File: config.mk
export PLATFORM = sky130hd
export DESIGN_NAME = bicubic_window_feeder
export DESIGN_NICKNAME = d
export VERILOG_FILES = /design/src/rtl/bicubic_window_feeder.sv
export SDC_FILE = /design/constraint.sdc
export NUM_CORES = 1
export LEC_CHECK = 0
export ABC_CLOCK_PERIOD_IN_PS = 4540
export CORE_ASPECT_RATIO = 0.7
export CORE_MARGIN = 3
export CORE_UTILIZATION = 40
export DETAILED_ROUTE_END_ITERATION = 8
export GPL_ROUTABILITY_DRIVEN = 0
export HOLD_SLACK_MARGIN = 0.03
export PLACE_DENSITY = 0.85
export SETUP_SLACK_MARGIN = 0.15
export SLEW_MARGIN = 20
export SYNTH_ARGS = -nofsm -noshare
export SYNTH_HDL_FRONTEND = slang
export SYNTH_SLANG_ARGS = --single-unit
File: constraint.sdc
create_clock -name clk -period 4.54 [get_ports clk]
set_clock_uncertainty 0.15 [all_clocks]
set_input_delay 0.681 -clock clk [delete_from_list [all_inputs] [get_ports clk]]
set_output_delay 0.681 -clock clk [all_outputs]
set_load 0.005 [all_outputs]
File: src/rtl/bicubic_window_feeder.sv
// bicubic_window_feeder
//   Requester side of the bicubic core handshake. Builds a sliding 4x4 source
//   window from 4-row pixel columns, issues it to the core as p1..p16, captures
//   the 16 interpolated pixels returned by the core and drains them as four
//   4-pixel output rows. Only one window is outstanding at the core at a time.
//
// Ports
//   clk, rst                 clock, synchronous active-high reset
//   col_valid/ready/data/last source column stream (row 0 in the low lane)
//   bf_req_valid, bcci_req_ready, p1..p16      window request to the core
//   bcci_rsp_valid, bf_rsp_ready, bcci_rsp_data1..16   core result
//   out_valid/ready/data/row/band_last         output row stream
//
// Optional feature: define BCCI_FEEDER_PERF_CNT_EN to add the win_cnt
// (request handshakes, wrapping) and stall_cnt (output stall cycles,
// saturating) 32-bit counter outputs.
module bicubic_window_feeder #(
  parameter int CHANNEL_WIDTH = 8
) (
  input  logic                       clk,
  input  logic                       rst,
  input  logic                       col_valid,
  output logic                       col_ready,
  input  logic [4*CHANNEL_WIDTH-1:0] col_data,
  input  logic                       col_last,
  output logic                       bf_req_valid,
  input  logic                       bcci_req_ready,
  output logic [CHANNEL_WIDTH-1:0]   p1,  p2,  p3,  p4,
  output logic [CHANNEL_WIDTH-1:0]   p5,  p6,  p7,  p8,
  output logic [CHANNEL_WIDTH-1:0]   p9,  p10, p11, p12,
  output logic [CHANNEL_WIDTH-1:0]   p13, p14, p15, p16,
  input  logic                       bcci_rsp_valid,
  output logic                       bf_rsp_ready,
  input  logic [CHANNEL_WIDTH-1:0]   bcci_rsp_data1,  bcci_rsp_data2,  bcci_rsp_data3,  bcci_rsp_data4,
  input  logic [CHANNEL_WIDTH-1:0]   bcci_rsp_data5,  bcci_rsp_data6,  bcci_rsp_data7,  bcci_rsp_data8,
  input  logic [CHANNEL_WIDTH-1:0]   bcci_rsp_data9,  bcci_rsp_data10, bcci_rsp_data11, bcci_rsp_data12,
  input  logic [CHANNEL_WIDTH-1:0]   bcci_rsp_data13, bcci_rsp_data14, bcci_rsp_data15, bcci_rsp_data16,
  output logic                       out_valid,
  input  logic                       out_ready,
  output logic [4*CHANNEL_WIDTH-1:0] out_data,
  output logic [1:0]                 out_row,
  output logic                       out_band_last
`ifdef BCCI_FEEDER_PERF_CNT_EN
  ,
  output logic [31:0]                win_cnt,
  output logic [31:0]                stall_cnt
`endif
);

  localparam int CW    = CHANNEL_WIDTH;
  localparam int COL_W = 4 * CHANNEL_WIDTH;

  typedef enum logic [1:0] {FILL, REQ, WAIT_RSP, DRAIN} state_t;

  state_t           state, state_nxt;
  logic [COL_W-1:0] win [4];          // win[0] is the oldest column
  logic [2:0]       cnt, cnt_nxt, cnt_inc;
  logic             win_last, win_last_nxt;
  logic             blk_last;
  logic             flush_pend;
  logic [1:0]       row_idx;
  logic [CW-1:0]    rsp_buf [16];
  logic [CW-1:0]    rsp_in  [16];
  logic [CW-1:0]    pix     [16];
  logic             col_hs, req_hs, rsp_hs, out_hs;

  // The last window of a band stays parked until its request goes out.
  assign flush_pend   = win_last;
  assign col_ready    = (cnt < 3'd4) && !flush_pend;
  assign bf_req_valid = (state == REQ);
  assign bf_rsp_ready = (state == REQ) || (state == WAIT_RSP);
  assign out_valid    = (state == DRAIN);
  assign out_row      = row_idx;
  assign out_band_last = blk_last && (row_idx == 2'd3) && out_valid;

  assign col_hs  = col_valid && col_ready;
  assign req_hs  = bf_req_valid && bcci_req_ready;
  assign rsp_hs  = bcci_rsp_valid && bf_rsp_ready;
  assign out_hs  = out_valid && out_ready;
  assign cnt_inc = cnt + 3'd1;

  always_comb begin
    cnt_nxt      = cnt;
    win_last_nxt = win_last;
    if (req_hs) begin
      // Last window of a band empties the window; otherwise slide by one.
      cnt_nxt      = win_last ? 3'd0 : 3'd3;
      win_last_nxt = 1'b0;
    end else if (col_hs) begin
      if (col_last && (cnt_inc != 3'd4)) begin
        cnt_nxt = 3'd0;               // band narrower than a window: drop it
      end else begin
        cnt_nxt = cnt_inc;
        if (col_last) win_last_nxt = 1'b1;
      end
    end
  end

  always_comb begin
    state_nxt = state;
    case (state)
      // Look at the post-update count so the request follows the 4th column
      // by a single cycle.
      FILL:     if (cnt_nxt == 3'd4) state_nxt = REQ;
      REQ:      if (req_hs) state_nxt = rsp_hs ? DRAIN : WAIT_RSP;
      WAIT_RSP: if (rsp_hs) state_nxt = DRAIN;
      DRAIN:    if (out_hs && (row_idx == 2'd3)) state_nxt = (cnt == 3'd4) ? REQ : FILL;
      default:  state_nxt = FILL;
    endcase
  end

  always_ff @(posedge clk) begin
    if (rst) begin
      state    <= FILL;
      cnt      <= 3'd0;
      win_last <= 1'b0;
      blk_last <= 1'b0;
      row_idx  <= 2'd0;
    end else begin
      state    <= state_nxt;
      cnt      <= cnt_nxt;
      win_last <= win_last_nxt;
      if (req_hs) blk_last <= win_last;
      if (rsp_hs)      row_idx <= 2'd0;
      else if (out_hs) row_idx <= row_idx + 2'd1;
    end
  end

  // Data registers carry no reset; the outputs below are gated by state.
  always_ff @(posedge clk) begin
    if (col_hs) begin
      win[0] <= win[1];
      win[1] <= win[2];
      win[2] <= win[3];
      win[3] <= col_data;
    end
    if (rsp_hs) begin
      for (int i = 0; i < 16; i++) rsp_buf[i] <= rsp_in[i];
    end
  end

  always_comb begin
    for (int r = 0; r < 4; r++) begin
      for (int c = 0; c < 4; c++) begin
        pix[{2'(r), 2'(c)}] = bf_req_valid ? win[c][r*CW +: CW] : '0;
      end
    end
  end

  always_comb begin
    out_data = '0;
    if (out_valid) begin
      for (int c = 0; c < 4; c++) out_data[c*CW +: CW] = rsp_buf[{row_idx, 2'(c)}];
    end
  end

  assign p1  = pix[0];  assign p2  = pix[1];  assign p3  = pix[2];  assign p4  = pix[3];
  assign p5  = pix[4];  assign p6  = pix[5];  assign p7  = pix[6];  assign p8  = pix[7];
  assign p9  = pix[8];  assign p10 = pix[9];  assign p11 = pix[10]; assign p12 = pix[11];
  assign p13 = pix[12]; assign p14 = pix[13]; assign p15 = pix[14]; assign p16 = pix[15];

  assign rsp_in[0]  = bcci_rsp_data1;  assign rsp_in[1]  = bcci_rsp_data2;
  assign rsp_in[2]  = bcci_rsp_data3;  assign rsp_in[3]  = bcci_rsp_data4;
  assign rsp_in[4]  = bcci_rsp_data5;  assign rsp_in[5]  = bcci_rsp_data6;
  assign rsp_in[6]  = bcci_rsp_data7;  assign rsp_in[7]  = bcci_rsp_data8;
  assign rsp_in[8]  = bcci_rsp_data9;  assign rsp_in[9]  = bcci_rsp_data10;
  assign rsp_in[10] = bcci_rsp_data11; assign rsp_in[11] = bcci_rsp_data12;
  assign rsp_in[12] = bcci_rsp_data13; assign rsp_in[13] = bcci_rsp_data14;
  assign rsp_in[14] = bcci_rsp_data15; assign rsp_in[15] = bcci_rsp_data16;

`ifdef BCCI_FEEDER_PERF_CNT_EN
  always_ff @(posedge clk) begin
    if (rst) begin
      win_cnt   <= 32'd0;
      stall_cnt <= 32'd0;
    end else begin
      if (req_hs) win_cnt <= win_cnt + 32'd1;
      if (out_valid && !out_ready && (stall_cnt != 32'hFFFF_FFFF)) stall_cnt <= stall_cnt + 32'd1;
    end
  end
`endif

endmodule

* Word level (Yosys, flattened, before mapping)
Memories as Yosys holds them, arrays and structs flattened. A register that Yosys moved wholly into a read port is not among the register bits. Cells that the tools add are included.
Storage, ports and cells: bits in registers 9, memory bits (writable) 256, input port bits 167, output and inout bits 167, word-level logic and storage cells 78, memories kept 2
Memory list:
- rsp_buf | words 16, width 8, rd ports 4, clocked after Yosys merged registers in 4, wr ports 16, RTL line 62 | logic [CW-1:0] rsp_buf [16];
- win | words 4, width 32, rd ports 4, clocked after Yosys merged registers in 0, wr ports 4, RTL line 56 | logic [COL_W-1:0] win [4];
Operators by class: add/subtract/negate cells 2, order comparisons 1, equal/unequal tests 11, multiplexer cells 40, bitwise logic cells 1, reduce and logical (&&, ||, !) cells 16
Operator list (count):
- $mux 8 | 16
- $mux 32 | 1
- $mux 4 | 8
- $mux 2 | 5
- $logic_and 1x1->1 | 9
- $mux 3 | 3
- $pmux 2 s4 | 1
- $eq 2x2->1 const B | 3
- $eq 3x3->1 const B | 2
- $mux 1 | 6
- $ne 2x1->1 const B | 2
- $ne 2x2->1 const B | 2
- $reduce_and 4->1 | 1
- $reduce_or 2->1 | 2
- $add 3x1->3 const B | 1
- $lt 3x3->1 const B | 1
- $ne 3x3->1 const B | 1
- $reduce_and 3->1 | 1
- $add 2x1->2 const B | 1
- $eq 2x1->1 const B | 1
- $logic_not 2->1 | 1
- $logic_not 1->1 | 1
- $logic_or 1x1->1 | 1
- $not 1->1 | 1

* Depth between registers and ports, before layout
depth in word-level cells 9, mapped depth 8, mapped depth without buffers 7

* Least setup slack after synthesis
No wires, ideal clock.
kind input port to flip-flop, from input port col_valid, to register state[0], setup time 0.091 ns, data arrival time 4.461 ns, required time 4.299 ns, path slack -0.162 ns, cell stages on the path 7, path buffers 1, cell sequence or3b_1 > buf_2 > inv_1 > nand3b_1 > nand4_1 > a21oi_1 > a311oi_1
On the way: cells in the longest elaborated chain, start to end 6
Ends and longest elaborated chain:
- start: declaration | RTL line 22 | input logic col_valid,
- $logic_and 1x1->1 | RTL line 76 | assign col_hs = col_valid && col_ready;
- $mux 3 | RTL line 89 | end else if (col_hs) begin
- $mux 3 | RTL line 85 | if (req_hs) begin
- $eq 3x3->1 | RTL line 104 | FILL: if (cnt_nxt == 3'd4) state_nxt = REQ;
- $ne 2x2->1 (no source line)
- $reduce_and 4->1 (no source line)
- end signal: assignment | RTL line 120 | state <= state_nxt;
- end: declaration | RTL line 55 | state_t state, state_nxt;
No other way between the ends. A chain may end at the register's enable or synchronous reset.

==> results.py <==
metrics = {
    "layout": {
        "drive_above_1_share": 0.100,
        "area_growth_pct": 45.6,
        "sequential_cell_area_mm2": 0.00791,
        "filler_cell_count": 1846,
        "fin_util": 0.596,
        "finish.net_count": 1062,
        "fin_cells": 1233,
        "multiInputGateArea_mm2": 0.00210,
        "post_layout_inst_area_mm2": 0.0148,
    },
    "worst_setup_path": {
        "timing.critical_path.cells": "buf_4, mux4_2, and2_1, clkdlybuf4s50_1",
        "timing.critical_path.slowest_stage_cell": "sky130_fd_sc_hd__dfxtp_2",
        "cp-start-kind": "flop",
        "worstReg2RegStart": "flush_pend",
        "worst_setup_path_end": "out_data[5]",
        "worst-path-max-fanout": 15,
        "ff2ff_path_depth": 6,
        "cp_slowest_stage_delay_ns": 0.67,
        "cp_top_family": "buffers and inverters",
        "cp.arrival_ns": 2.72,
        "timing.setup.critical_path_class": "reg2out",
        "reg2reg_to": "state[1]",
        "worstSetupEndpointType": "primary output",
        "timing.reg2reg.setup_slack_ns": 2.21,
        "worst-path-buf-inv": 2,
        "required_time_at_the_endpoint_of_the_critical_path_ns": 3.71,
        "path_depth": 4,
    },
    "pwr": {
        "power_leakage_nw": 5.01,
        "intPower_mw": 4.57,
        "vdd.ir_drop.worst_v": 0.000446,
        "power.net_switching_mw": 1.23,
        "p_per_area_mw_per_mm2": 393,
        "power.switching_fraction": 0.211,
        "combinationalPowerShare": 0.118,
        "clkPwrFrac": 0.376,
        "seq_power_share": 0.506,
    },
    "cts": {
        "path_clk_slew_ns": 0.06,
        "cts_inserted_buffers": 27,
        "post_cts_resize_count": 0,
        "clk_root_buffer_cell": "sky130_fd_sc_hd__clkbuf_16",
        "number_of_levels_in_the_clock_h_tree": 1,
        "clock_insertion_delay_worst_skew_ns": 0.52,
        "cts_setup_buffers": 0,
        "cts_tree": "built",
        "cts_buffer_depth": 3,
        "cts_hold_repair.buffers": 0,
        "clock_sink_count": 267,
    },
    "synthesis": {
        "yosysWarnings": 0,
        "synthSimpleGateAreaFrac": 0.111,
        "synth.mux.area_fraction": 0.0730,
        "synth_top_family_by_area": "simple AND/OR/NAND/NOR gates",
        "synth.net_count": 718,
        "ff_latch_count_synth": 267,
        "parity_gate_share_of_the_synthesized_area_counting_xor_and_xnor_cells": 0.000863,
        "yosys_most_used_dff": "sky130_fd_sc_hd__edfxtp_1",
        "synth_largest_type_area_fraction": 0.757,
        "commonest_cells_post_synth": "sky130_fd_sc_hd__edfxtp_1 (256), sky130_fd_sc_hd__and2_1 (161), sky130_fd_sc_hd__mux4_2 (32)",
        "synthDominantAreaCellType": "sky130_fd_sc_hd__edfxtp_1",
        "syn-cell-area_mm2": 0.0101,
        "post-synth-top-count-cell": "sky130_fd_sc_hd__edfxtp_1",
        "syn_area_per_cell_um2": 18.7,
        "synth_cells": 542,
        "synthTopCellsByArea": "sky130_fd_sc_hd__edfxtp_1 (76%), sky130_fd_sc_hd__and2_1 (9.9%), sky130_fd_sc_hd__mux4_2 (7.1%), sky130_fd_sc_hd__dfxtp_1 (2.2%), sky130_fd_sc_hd__ha_1 (1.1%)",
        "yosysSeqAreaShare": 0.779,
        "complex_gate_fraction_of_the_synthesized_area": 0.0106,
        "netlist-cell-type-count": 33,
        "synth_async_sr_flop_share": 0,
        "adder_cell_fraction_of_synth_area": 0.0111,
        "synth_edf_count": 256,
    },
    "sta": {
        "slew-limit-headroom": 0.401,
        "layout_min_cycle_time_ns": 3.55,
        "setup_violations": 0,
        "tightestPinTransition_ns": 0.899,
        "worst_hold_slack_ns": 0.289,
        "finalHoldViolCount": 0,
        "setup_repair_after_global_routing_missed_its_margin": "false",
        "fin_setup_tns_ns": 0,
        "timing.fmax_mhz": 282,
        "timing.final.crit_share": 0.782,
        "final_max_tran_viols": 0,
    },
    "status": {
        "status": "finished, final reports clean",
    },
    "floorplan": {
        "die_width_um": 196,
        "core_area_mm2": 0.0248,
        "floorplan.die.height_um": 139,
        "initial_utilization": 0.409,
        "fp.dieArea_mm2": 0.0274,
        "fp-row-count": 48,
        "pin_count": 334,
    },
    "grt": {
        "globalRouteOverflowTotal": 0,
        "grt_pass1_vias": 6199,
        "gr-usage-all-layers": 0.167,
        "grt_max_degree": 89,
        "grt_pass1_wl_um": 35700,
        "grt_antenna_before_repair": 2,
    },
    "place": {
        "dpl_cell_area_mm2": 0.0139,
        "numPlacedInstances": 1182,
        "dp.final_hpwl_um": 17000,
        "place.port_buffers": 333,
    },
    "detailed_routing": {
        "vias_per_inst": 4.76,
        "ant_nets": 0,
        "routed_wl_um": 23500,
        "vias": 5865,
        "post_drt_wl_per_cell_um": 19.1,
        "residual_drc": 0,
        "drt_first_iter_violations": 339,
        "detailedRoute.firstPassIterationCount": 6,
    },
    "hold_path": {
        "hold_class": "reg2reg",
    },
    "job": {
        "drv.max_cap_violation_count": 0,
    },
}
layout by cell type, fill, tap and decap left out, types with 5 or more instances in the layout:
cell / instances
sky130_fd_sc_hd__clkbuf_16: 27
sky130_fd_sc_hd__clkinvlp_4: 5
sky130_fd_sc_hd__dfxtp_1: 9
sky130_fd_sc_hd__inv_1: 6
sky130_fd_sc_hd__clkdlybuf4s50_1: 333
sky130_fd_sc_hd__ha_1: 8
sky130_fd_sc_hd__buf_4: 7
sky130_fd_sc_hd__mux4_2: 32
sky130_fd_sc_hd__clkinv_2: 6
sky130_fd_sc_hd__and2_1: 161
sky130_fd_sc_hd__nor3_1: 5
sky130_fd_sc_hd__edfxtp_1: 256
cell type report:
class / count / share of cell area
sequential: 267 / 0.535
timing repair buffer: 343 / 0.233
multi-input combinational: 239 / 0.142
clock buffer: 32 / 0.0477
tap: 325 / 0.0275
clock inverter: 17 / 0.0115
inverter: 8 / 0.00246
antenna: 2 / 0.000339
how the worst min path moves through the flow:
| stage | endpoint | from | slack (ns) | depth (start not counted) |
|---|---|---|---|---|
| finish | win[2][28] | win[3][28] | 0.29 | 0 |
| global route | win[1][17] | win[2][17] | 0.30 | 0 |
| CTS | win[2][28] | win[3][28] | 0.29 | 0 |
| detailed placement | win[2][26] | win[3][26] | 0.28 | 0 |
| global placement | win[0][28] | win[1][28] | 0.27 | 0 |
| floorplan | win[0][0] | win[1][0] | 0.27 | 0 |
registers in the layout, summed over array words and instances (netlist names), named ones only:
register / flops
state: 2
out_row: 2
blk_last: 1
flush_pend: 1
win: 128
cnt: 3
rsp_buf: 128
worst reg2reg max path, cell delays in order, from the launching register on:
cell and delay [ns]:
sky130_fd_sc_hd__dfxtp_1 0.43, sky130_fd_sc_hd__or3b_1 0.33, sky130_fd_sc_hd__clkinvlp_4 0.47, sky130_fd_sc_hd__nand3b_1 0.26, sky130_fd_sc_hd__nand4_1 0.17, sky130_fd_sc_hd__and3_1 0.24, sky130_fd_sc_hd__o21ba_1 0.17
kinds of logic (layout without fill, tap and decap cells):
| family | count (synthesis) | count (layout) |
|---|---|---|
| flops | 267 | 267 |
| simple gates | 182 | 182 |
| buf+inv | 36 | 400 |
| mux | 34 | 34 |
| compound gates | 13 | 13 |
| fa+ha+maj | 9 | 9 |
| xor+xnor | 1 | 1 |
| other cells | 0 | 2 |
routing by layer:
layer | GRT usage | routed length (µm)
met5 | 0 | 0
met2 | 0.284 | 11700
met1 | 0.214 | 9510
met4 | 0.0499 | 626
met3 | 0.0433 | 1630
through the flow:
stage,total power [mW],setup slack (ns)
2_1_floorplan,3.22,0.576
3_3_place_gp,3.65,1.51
3_5_place_dp,3.68,1.46
4_1_cts,5.87,0.895
5_1_grt,6.03,0.761
6_report,5.80,0.991
power groups by stage:
stage	logic (mW)	clock network, mW	registers, mW
5_1_grt	0.735	2.34	2.95
3_5_place_dp	0.692	0	2.99
4_1_cts	0.695	2.24	2.94
3_3_place_gp	0.678	0	2.98
6_report	0.685	2.18	2.93
2_1_floorplan	0.239	0	2.98
Power figures use the tool's default switching activity.
